$ cat config.mk
export PLATFORM = sky130hd
export DESIGN_NAME = multimode_ff_bank
export DESIGN_NICKNAME = d
export VERILOG_FILES = /design/src/rtl/multimode_ff_bank.sv
export SDC_FILE = /design/constraint.sdc
export NUM_CORES = 1
export LEC_CHECK = 0
export CAP_MARGIN = 5
export CORE_ASPECT_RATIO = 1.25
export CORE_UTILIZATION = 45
export DETAILED_ROUTE_END_ITERATION = 10
export PLACE_DENSITY = 0.73
export SLEW_MARGIN = 40
export SYNTH_ARGS = -nofsm -noshare
export SYNTH_HDL_FRONTEND = slang
export SYNTH_SLANG_ARGS = --single-unit
$ cat constraint.sdc
create_clock -name i_clk -period 2.01 [get_ports i_clk]
set_input_delay 0.5025 -clock i_clk [delete_from_list [all_inputs] [get_ports i_clk]]
set_output_delay 0.5025 -clock i_clk [all_outputs]
set_load 0.02 [all_outputs]
$ cat src/rtl/multimode_ff_bank.sv
// Bank of WIDTH flip-flops with a shared run-time mode (D/T/SR/JK) and
// illegal-SR detection with a pulse, a sticky flag and a saturating counter.

module multimode_ff_lane #(
  parameter int       SR_POLICY = 0,
  parameter bit       RESET_BIT = 1'b0
) (
  input  logic       i_clk,
  input  logic       i_reset,
  input  logic       i_en,
  input  logic [1:0] i_mode,
  input  logic       i_a,
  input  logic       i_b,
  output logic       o_q,
  output logic       o_qn
);
  logic r_q, r_qn, w_nxt, w_sr11;

  // Resolution of S=R=1; always a defined value, never X.
  always_comb begin
    w_sr11 = r_q;
    case (SR_POLICY)
      1:       w_sr11 = 1'b0;
      2:       w_sr11 = 1'b1;
      default: w_sr11 = r_q;
    endcase
  end

  always_comb begin
    w_nxt = r_q;
    case (i_mode)
      2'b00: w_nxt = i_a;
      2'b01: w_nxt = r_q ^ i_a;
      2'b10: case ({i_a, i_b})
               2'b01:   w_nxt = 1'b0;
               2'b10:   w_nxt = 1'b1;
               2'b11:   w_nxt = w_sr11;
               default: w_nxt = r_q;
             endcase
      default: case ({i_a, i_b})
               2'b01:   w_nxt = 1'b0;
               2'b10:   w_nxt = 1'b1;
               2'b11:   w_nxt = ~r_q;
               default: w_nxt = r_q;
             endcase
    endcase
  end

  // qn is its own flop loaded with the complement so it never skews from q.
  always_ff @(posedge i_clk) begin
    if (i_reset) begin
      r_q  <= RESET_BIT;
      r_qn <= ~RESET_BIT;
    end else if (i_en) begin
      r_q  <= w_nxt;
      r_qn <= ~w_nxt;
    end
  end

  assign o_q  = r_q;
  assign o_qn = r_qn;
endmodule

module multimode_ff_bank #(
  parameter int               WIDTH     = 8,
  parameter logic [WIDTH-1:0] RESET_VAL = '0,
  parameter int               SR_POLICY = 0,
  parameter int               CNT_W     = 4
) (
  input  logic             i_clk,
  input  logic             i_reset,
  input  logic             i_en,
  input  logic [1:0]       i_mode,
  input  logic [WIDTH-1:0] i_a,
  input  logic [WIDTH-1:0] i_b,
  input  logic             i_clr_err,
  output logic [WIDTH-1:0] o_q,
  output logic [WIDTH-1:0] o_qn,
  output logic             o_illegal,
  output logic             o_illegal_sticky,
  output logic [CNT_W-1:0] o_illegal_cnt
);
  localparam logic [CNT_W-1:0] CNT_MAX = {CNT_W{1'b1}};

  logic             w_event;
  logic             r_illegal, r_sticky;
  logic [CNT_W-1:0] r_cnt;

  genvar g;
  generate
    for (g = 0; g < WIDTH; g++) begin : g_lane
      multimode_ff_lane #(
        .SR_POLICY (SR_POLICY),
        .RESET_BIT (RESET_VAL[g])
      ) u_lane (
        .i_clk   (i_clk),
        .i_reset (i_reset),
        .i_en    (i_en),
        .i_mode  (i_mode),
        .i_a     (i_a[g]),
        .i_b     (i_b[g]),
        .o_q     (o_q[g]),
        .o_qn    (o_qn[g])
      );
    end
  endgenerate

  // One event per cycle no matter how many channels collide.
  assign w_event = i_en & (i_mode == 2'b10) & (|(i_a & i_b));

  always_ff @(posedge i_clk) begin
    if (i_reset) begin
      r_illegal <= 1'b0;
      r_sticky  <= 1'b0;
      r_cnt     <= '0;
    end else begin
      r_illegal <= w_event;
      if (w_event) begin
        r_sticky <= 1'b1;
        if (i_clr_err)             r_cnt <= CNT_W'(1);
        else if (r_cnt != CNT_MAX) r_cnt <= r_cnt + CNT_W'(1);
      end else if (i_clr_err) begin
        r_sticky <= 1'b0;
        r_cnt    <= '0;
      end
    end
  end

  assign o_illegal        = r_illegal;
  assign o_illegal_sticky = r_sticky;
  assign o_illegal_cnt    = r_cnt;
endmodule

# Word-level counts from Yosys, hierarchy flattened
# Index checks and enable logic that the tools add are counted.
# op_classes
add_sub_neg,1
eq_ne,27
n_mux,30
bitwise,27
n_reduce_logical,5
# ops
op,n
$pmux W1 S3,16
$eq A2 B2 Y1 const B,17
$eq A2 B1 Y1 const B,9
$mux W4,4
$not A1 Y1,16
$pmux W1 S2,8
$and A8 B8 Y8,1
$reduce_or A8 Y1,1
$xor A1 B1 Y1,8
$add A4 B1 Y4 const B,1
$ne A4 B4 Y1 const B,1
$reduce_bool A2 Y1,2
$and A1 B1 Y1,2
$logic_not A2 Y1,1
$mux W1,2
$reduce_and A2 Y1,1
# totals
ff_bits,22
inputBits,22
out_inout_bits,22
word_cells,109

# Longest topological paths before layout
# logic_depth
depth_word,5
depth_mapped,6
mapped_depth_nobuf,6

# Hierarchy
# Synthesis repeated with hierarchy kept, for this count alone.
# unflattened
hier_cells,165
area_unflattened_um2,1555.2
# modules_own_cells
module,n_inst,cells_each,area_each_um2,seq_area_each_um2
multimode_ff_lane,8,16,150.1,40.0
multimode_ff_bank,1,37,354.1,120.1

# Worst setup path after synthesis
# Ideal clock, no wire load.
# synth_path
path_type,input to register
startpoint,input port i_a[1]
endpoint,register r_cnt[3] (netlist: o_illegal_cnt[3])
setup_ns,0.103
t_arrival_ns,1.609
t_required_ns,1.907
setup_slack_ns,0.298
stages,5
path_buffers,0
cell_sequence,ha_1 -> nor4_4 -> a21o_1 -> nor3_1 -> a2111oi_2
# synth_between
elab_chain_cells,5
elab_cells_between_ends,6
cone_classes,1 x mux; 2 x bitwise; 3 x reduce/logical
# synth_lines
item,line,source
start: declaration,74,"input logic [WIDTH-1:0] i_a,"
$and A8 B8 Y8 *,109,assign w_event = i_en & (i_mode == 2'b10) & (|(i_a & i_b));
$reduce_or A8 Y1 *,109,
$and A1 B1 Y1 *,109,
$reduce_bool A2 Y1 (no line),n/a,
$reduce_and A2 Y1 (no line),n/a,
end signal: assignment,121,else if (r_cnt != CNT_MAX) r_cnt <= r_cnt + CNT_W'(1);
end: declaration,87,logic [CNT_W-1:0] r_cnt;
# Every way passes the cells marked *; elsewhere a longest branch is shown, timed or not.
# A chain may end at the register's enable or synchronous reset.

# Final worst setup path
# layout_path
startpoint,input port i_a[7]
endpoint,register r_cnt[0] (netlist: o_illegal_cnt[0])
# Same word-level chain as after synthesis.

==> run summary <==
TIMING
--------------------------------------------------------------------------------
Transition at the pin with the smallest max-transition slack            0.303 ns
Final number of max-transition violations                                      0
Final critical path time including I/O delays and setup                  1.93 ns
Part of the cycle the worst path needs                                     0.961
Worst slew margin relative to its limit                                    0.797
Setup Skew                                                            0.00260 ns
Count of final setup violators                                                 0
Count of final hold-check violations                                           0
Upper clock frequency limit                                              518 MHz
Unrepaired setup endpoints after global routing                               no

FLOORPLANNING
--------------------------------------------------------------------------------
Die Y-Extent                                                             71.4 um
Standard-cell rows                                                            24
Initial standard-cell utilization of the core                              0.485
Number of primary I/O pins                                                    44
Die Footprint                                                       0.00410 mm^2
Total core area                                                     0.00357 mm^2
Die outline width                                                        57.5 um

POWER
--------------------------------------------------------------------------------
Static leakage power                                                 0.000927 uW
Total Power Consumption                                                  1210 uW
Power Density                                                        527 mW/mm^2
IR drop worst, VDD                                                    0.000408 V

YOSYS
--------------------------------------------------------------------------------
Cells taking the most area after synthesis                          sky130_fd_sc_hd__dfxtp_1 25%, sky130_fd_sc_hd__ha_1 12%, sky130_fd_sc_hd__buf_4 7.8%
Area leader, netlist                                                sky130_fd_sc_hd__dfxtp_1
Sequential area share after synthesis                                      0.254
Number of register bits inferred by synthesis                                 22
Fraction of post-synthesis cell area in the top cell type by area          0.254
Post-synthesis cell type count                                                41
Mean instance size in the synthesized netlist                          8.33 um^2
Yosys warning count                                                            0
Post-synthesis instance area                                        0.00173 mm^2
Cell count after synthesis                                                   208
Net count after synthesis                                                    247

GLOBAL ROUTING
--------------------------------------------------------------------------------
Largest net degree at the start of global routing                             25
Global-route wire length before repair                                   6280 um
Global-route met1 utilization                                              0.247
GR Layer Usage met2                                                        0.324
Sum of overflow across all layers after global routing                         0
Highest-utilization routing layer at the global route stage                 met2
Total track usage                                                          0.192
Met3 capacity usage during global routing                                 0.0235
Number of antenna violations at the first check in global routing              0
Number of global-route vias before repair                                   1473

SETUP PATH
--------------------------------------------------------------------------------
Number of cells on the worst reg-to-reg path                                   5
Category of the worst setup path launch point                       primary input
Required time worst endpoint                                             2.21 ns
Kind of cell adding the most delay to the critical path             simple AND/OR/NAND/NOR gates
Worst path max stage delay                                               0.45 ns
Element type at the critical path end                                       flop
Critical path buffer and inverter count                                        1
Number of gates on the worst path with buffers counted                         6
Ordered list of cells on the worst path                             clkdlybuf4s50_1 > ha_2 > nor4_4 > a211oi_2 > or3b_1 > a21oi_1
Data arrival, critical path                                              2.13 ns
Startpoint-to-endpoint class of the critical path                   primary input to flop
Maximum fanout encountered on the critical timing path                         3
Register-to-register setup slack                                         0.49 ns
Cell at the slowest stage of the critical path                      sky130_fd_sc_hd__clkdlybuf4s50_1

MIN PATH
--------------------------------------------------------------------------------
Worst min path class                                                flop to flop
Number of cells on the worst hold path                                         2

ROUTE
--------------------------------------------------------------------------------
First DRT Iteration DRCs                                                      42
Final WL                                                                 3800 um
Count of nets left with antenna violations after detail routing                0
Vias per std cell                                                           5.50
DR WL/cell                                                               13.1 um
DR DRC count                                                                   4
Via Count                                                                   1594
Number of detailed-route iterations in the first pass                          7

FINAL LAYOUT
--------------------------------------------------------------------------------
Layout overhead on the synthesized area                                    32.3%
Final layout net count                                                       291
Finished Core Util                                                         0.641
Filler cell count                                                            310
Leading cell types in the layout, fill and taps excluded            43 x sky130_fd_sc_hd__clkdlybuf4s50_1, 25 x sky130_fd_sc_hd__nor2_1, 22 x sky130_fd_sc_hd__dfxtp_1
ANT cells                                                                      0
Leading cell type in the layout, fill and taps excluded             sky130_fd_sc_hd__clkdlybuf4s50_1
Share of layout cells above drive strength 1                               0.171

JOB
--------------------------------------------------------------------------------
Number of max-cap violations                                                   0

CLOCK TREE
--------------------------------------------------------------------------------
Bufs on Longest Clock Path                                                     2
Clock tree from TritonCTS                                                  built
TritonCTS buffer count                                                         3
Post-CTS repair timing setup buffer count                                      0
TritonCTS Sinks                                                               22
Clock-pin transition on the worst setup and hold timing paths            0.09 ns
Max H-tree Level                                                               1
Skew-Pair Late Insertion Delay                                           0.26 ns
Post-CTS Hold Buffers                                                          0
Root buffer cell                                                    sky130_fd_sc_hd__clkbuf_8

PLACEMENT
--------------------------------------------------------------------------------
Port bufs                                                                     43
Post-DP HPWL                                                             2860 um
Final Wtd Congestion                                                       0.798

STATUS
--------------------------------------------------------------------------------
Failing checks                                                               DRC
Run status                                                          finished with violations

-- final timing paths --
path | startpoint | to
max reg2reg | o_illegal_cnt[0]$_SDFFE_PP0P_ | o_illegal_cnt[0]$_SDFFE_PP0P_
min reg2reg | o_illegal_sticky$_SDFFE_PP0P_ | o_illegal_sticky$_SDFFE_PP0P_
min | o_illegal_sticky$_SDFFE_PP0P_ | o_illegal_sticky$_SDFFE_PP0P_
max | i_a[7] | o_illegal_cnt[0]$_SDFFE_PP0P_
-- final cells by class --
class | instances | area, um^2 | share of cell area
Timing Repair Buffer | 64 | 613 | 0.268
Tap cell | 39 | 48.8 | 0.0213
Clock buffer | 4 | 55.1 | 0.0240
Sequential cell | 22 | 440 | 0.192
Inverter | 14 | 52.6 | 0.0229
Multi-Input combinational cell | 147 | 1080 | 0.472
-- timing repair --
item | 4_1_cts | 5_1_grt
gates resized for setup | 0 | 5
hold endpoints to repair | 0 | 0
endpoints found under the setup margin | 0 | 3
-- synthesized netlist by cell type (all sizes together) --
cell type / n
nor4: 8
o32a: 2
and3: 1
o21ai: 6
nor3: 5
mux2i: 2
a211o: 1
a21oi: 15
o21bai: 2
nand2: 11
a2111oi: 1
a211oi: 10
buf: 22
dfxtp: 22
inv: 14
a21o: 1
or2: 5
o31ai: 1
a2111o: 5
o221ai: 7
nor2: 25
ha: 17
nor2b: 4
mux2: 3
nand3b: 3
nand3: 3
nor3b: 1
or3b: 1
clkbuf: 3
nand2b: 2
nand4: 2
and2b: 2
a41oi: 1
-- through the flow --
stage | instance area [um^2] | hold WS, ns | setup TNS (ns) | std cells | worst slack [ns]
2_1_floorplan | 1730 | 0.441 | 0 | 208 | 0.298
4_1_cts | 2280 | 0.480 | 0 | 290 | 0.0572
6_report | 2290 | 0.481 | 0 | 290 | 0.0793
3_5_place_dp | 2220 | 0.468 | -1.82 | 286 | -0.221
5_1_grt | 2290 | 0.514 | 0 | 290 | 0.00561
3_3_place_gp | 2220 | 0.460 | -1.49 | 286 | -0.184
-- flip-flops by register name, indices dropped and copies added, names as in the netlist --
name / cells
o_illegal: 1
o_illegal_cnt: 4
o_illegal_sticky: 1
g_lane.u_lane.o_qn: 8
g_lane.u_lane.o_q: 8
-- tightest hold or removal path: stages (launching register included) --
cell and delay [ns]:
sky130_fd_sc_hd__dfxtp_1 0.32, sky130_fd_sc_hd__nand2b_1 0.06, sky130_fd_sc_hd__a21oi_1 0.06
-- logic make-up after synthesis --
group,synth area share
simple gates,0.236
compound gates,0.225
buf+inv,0.130
flops,0.254
fa+ha+maj,0.123
mux,0.0311
-- where the power goes --
part / internal [uW] / switching [uW]
combinational: 204 / 189
clock: 175 / 151
sequential: 464 / 23.9
-- per-layer routing --
layer	routed length, um	part of all wire
met2	1780	0.47
met4	59	0.016
met1	1840	0.48
met5	0	0
met3	124	0.033
Power figures use the tool's default switching activity.
==> RTL change (same flow settings) <==
`WIDTH`: 8 -> 10.
--- a/src/rtl/multimode_ff_bank.sv
+++ b/src/rtl/multimode_ff_bank.sv
@@ -64,3 +64,3 @@
 module multimode_ff_bank #(
-  parameter int               WIDTH     = 8,
+  parameter int               WIDTH     = 10,
   parameter logic [WIDTH-1:0] RESET_VAL = '0,
Interface: changed (resized i_a, i_b, o_q and o_qn); port bits go from 44 to 52. The function was not compared with the original's and may differ.
==> RTL change against the original RTL <==
- clock power increased by 8.0%
- power increased by 20%
- synthesized cell count increased by 19%
- sequential power increased by 19%
- critical path depth unchanged
- hold slack improved by 0.0025 ns
- final area increased by 25%
- sequential cell count increased by 4
- register-to-register slack improved by 0.11 ns
- setup slack got worse by 0.052 ns
- area after synthesis increased by 17%
- wire length increased by 27%
==> RTL change: results (changes against the original RTL) <==
| Metric | Value |
|---|---|
| Wire length per cell | `13.0 um (-0.58%)` |
| Status | `finished clean` |
| GR Util met2 | `35.6% (+3.2 points)` |
| Detail Placement HPWL | `3690 um (+29%)` |
| Synth Area in XOR/XNOR | `1.73% (+1.7 points)` |
| Post-synthesis adder-cell area fraction | `13.0% (+0.73 points)` |
| Area after DPL | `2750 um2 (+24%)` |
| Number of global-route vias before repair | `1831 (+24%)` |
| Vias per inst | `5.36 (-2.5%)` |
| Lkg Pwr | `1.26 nW (+36%)` |
| Fraction of layout cells with a size suffix above 1 | `20.1% (+2.9 points)` |
| M1 wire length | `2170 um (+18%)` |
| Largest net degree at the start of global routing | `21 (-16%)` |
| Worst r2r path cells | `4 (-1)` |
| Crit path DAT | `2.19 ns (+0.06 ns)` |
| Filler Cells Inserted | `330 (+6.5%)` |
| Routed wire length | `4820 um (+27%)` |
| DP Worst Slack | `-0.515 ns (-0.294 ns)` |
| Post-CTS sizing | `23 (+23)` |
| Most frequent cells after synthesis | `nor2_1 (40), dfxtp_1 (26), ha_1 (21), buf_4 (20), a21oi_1 (16)` |
| Port Buffer Count | `51 (+19%)` |
| Power Dens Cells | `505 nW/um2 (-4.2%)` |
| Post-CTS Setup Bufs | `1 (+1)` |
| Syn Nets | `295 (+19%)` |
| Non-clock buffers | `95 (+48%)` |
| Max incr delay on CP | `0.55 ns (+0.10 ns)` |
| CTS sink count | `26 (+18%)` |
| Cell variety after synth | `42 (+2.4%)` |
| Worst VDD drop | `329 uV (-19%)` |
| Sequential fraction of the synthesis area | `25.8% (+0.34 points)` |
| Placed cells | `364 (+27%)` |
-- RTL change: logic make-up after synthesis --
kind of cell / Yosys count
and+or+nand+nor: 78
AOI/OAI and AO/OA: 71
buffers and inverters: 48
DFF: 26
adders and majority gates: 21
xor gates and xnor gates: 4
-- RTL change: worst paths after layout --
path / start / endpoint / slack [ns]
setup / recovery: i_b[6] / o_illegal_cnt[0]$_SDFFE_PP0P_ / 0.03
hold / removal: o_illegal_sticky$_SDFFE_PP0P_ / o_illegal_sticky$_SDFFE_PP0P_ / 0.48
setup reg to reg: o_illegal_cnt[0]$_SDFFE_PP0P_ / o_illegal_cnt[3]$_SDFFE_PP0P_ / 0.60
hold reg to reg: o_illegal_sticky$_SDFFE_PP0P_ / o_illegal_sticky$_SDFFE_PP0P_ / 0.48
-- RTL change: report_power, final --
group	switching [mW]	internal, mW	total [mW]
combinational	0.239	0.271	0.510
clock	0.176	0.176	0.352
sequential	0.0322	0.550	0.582
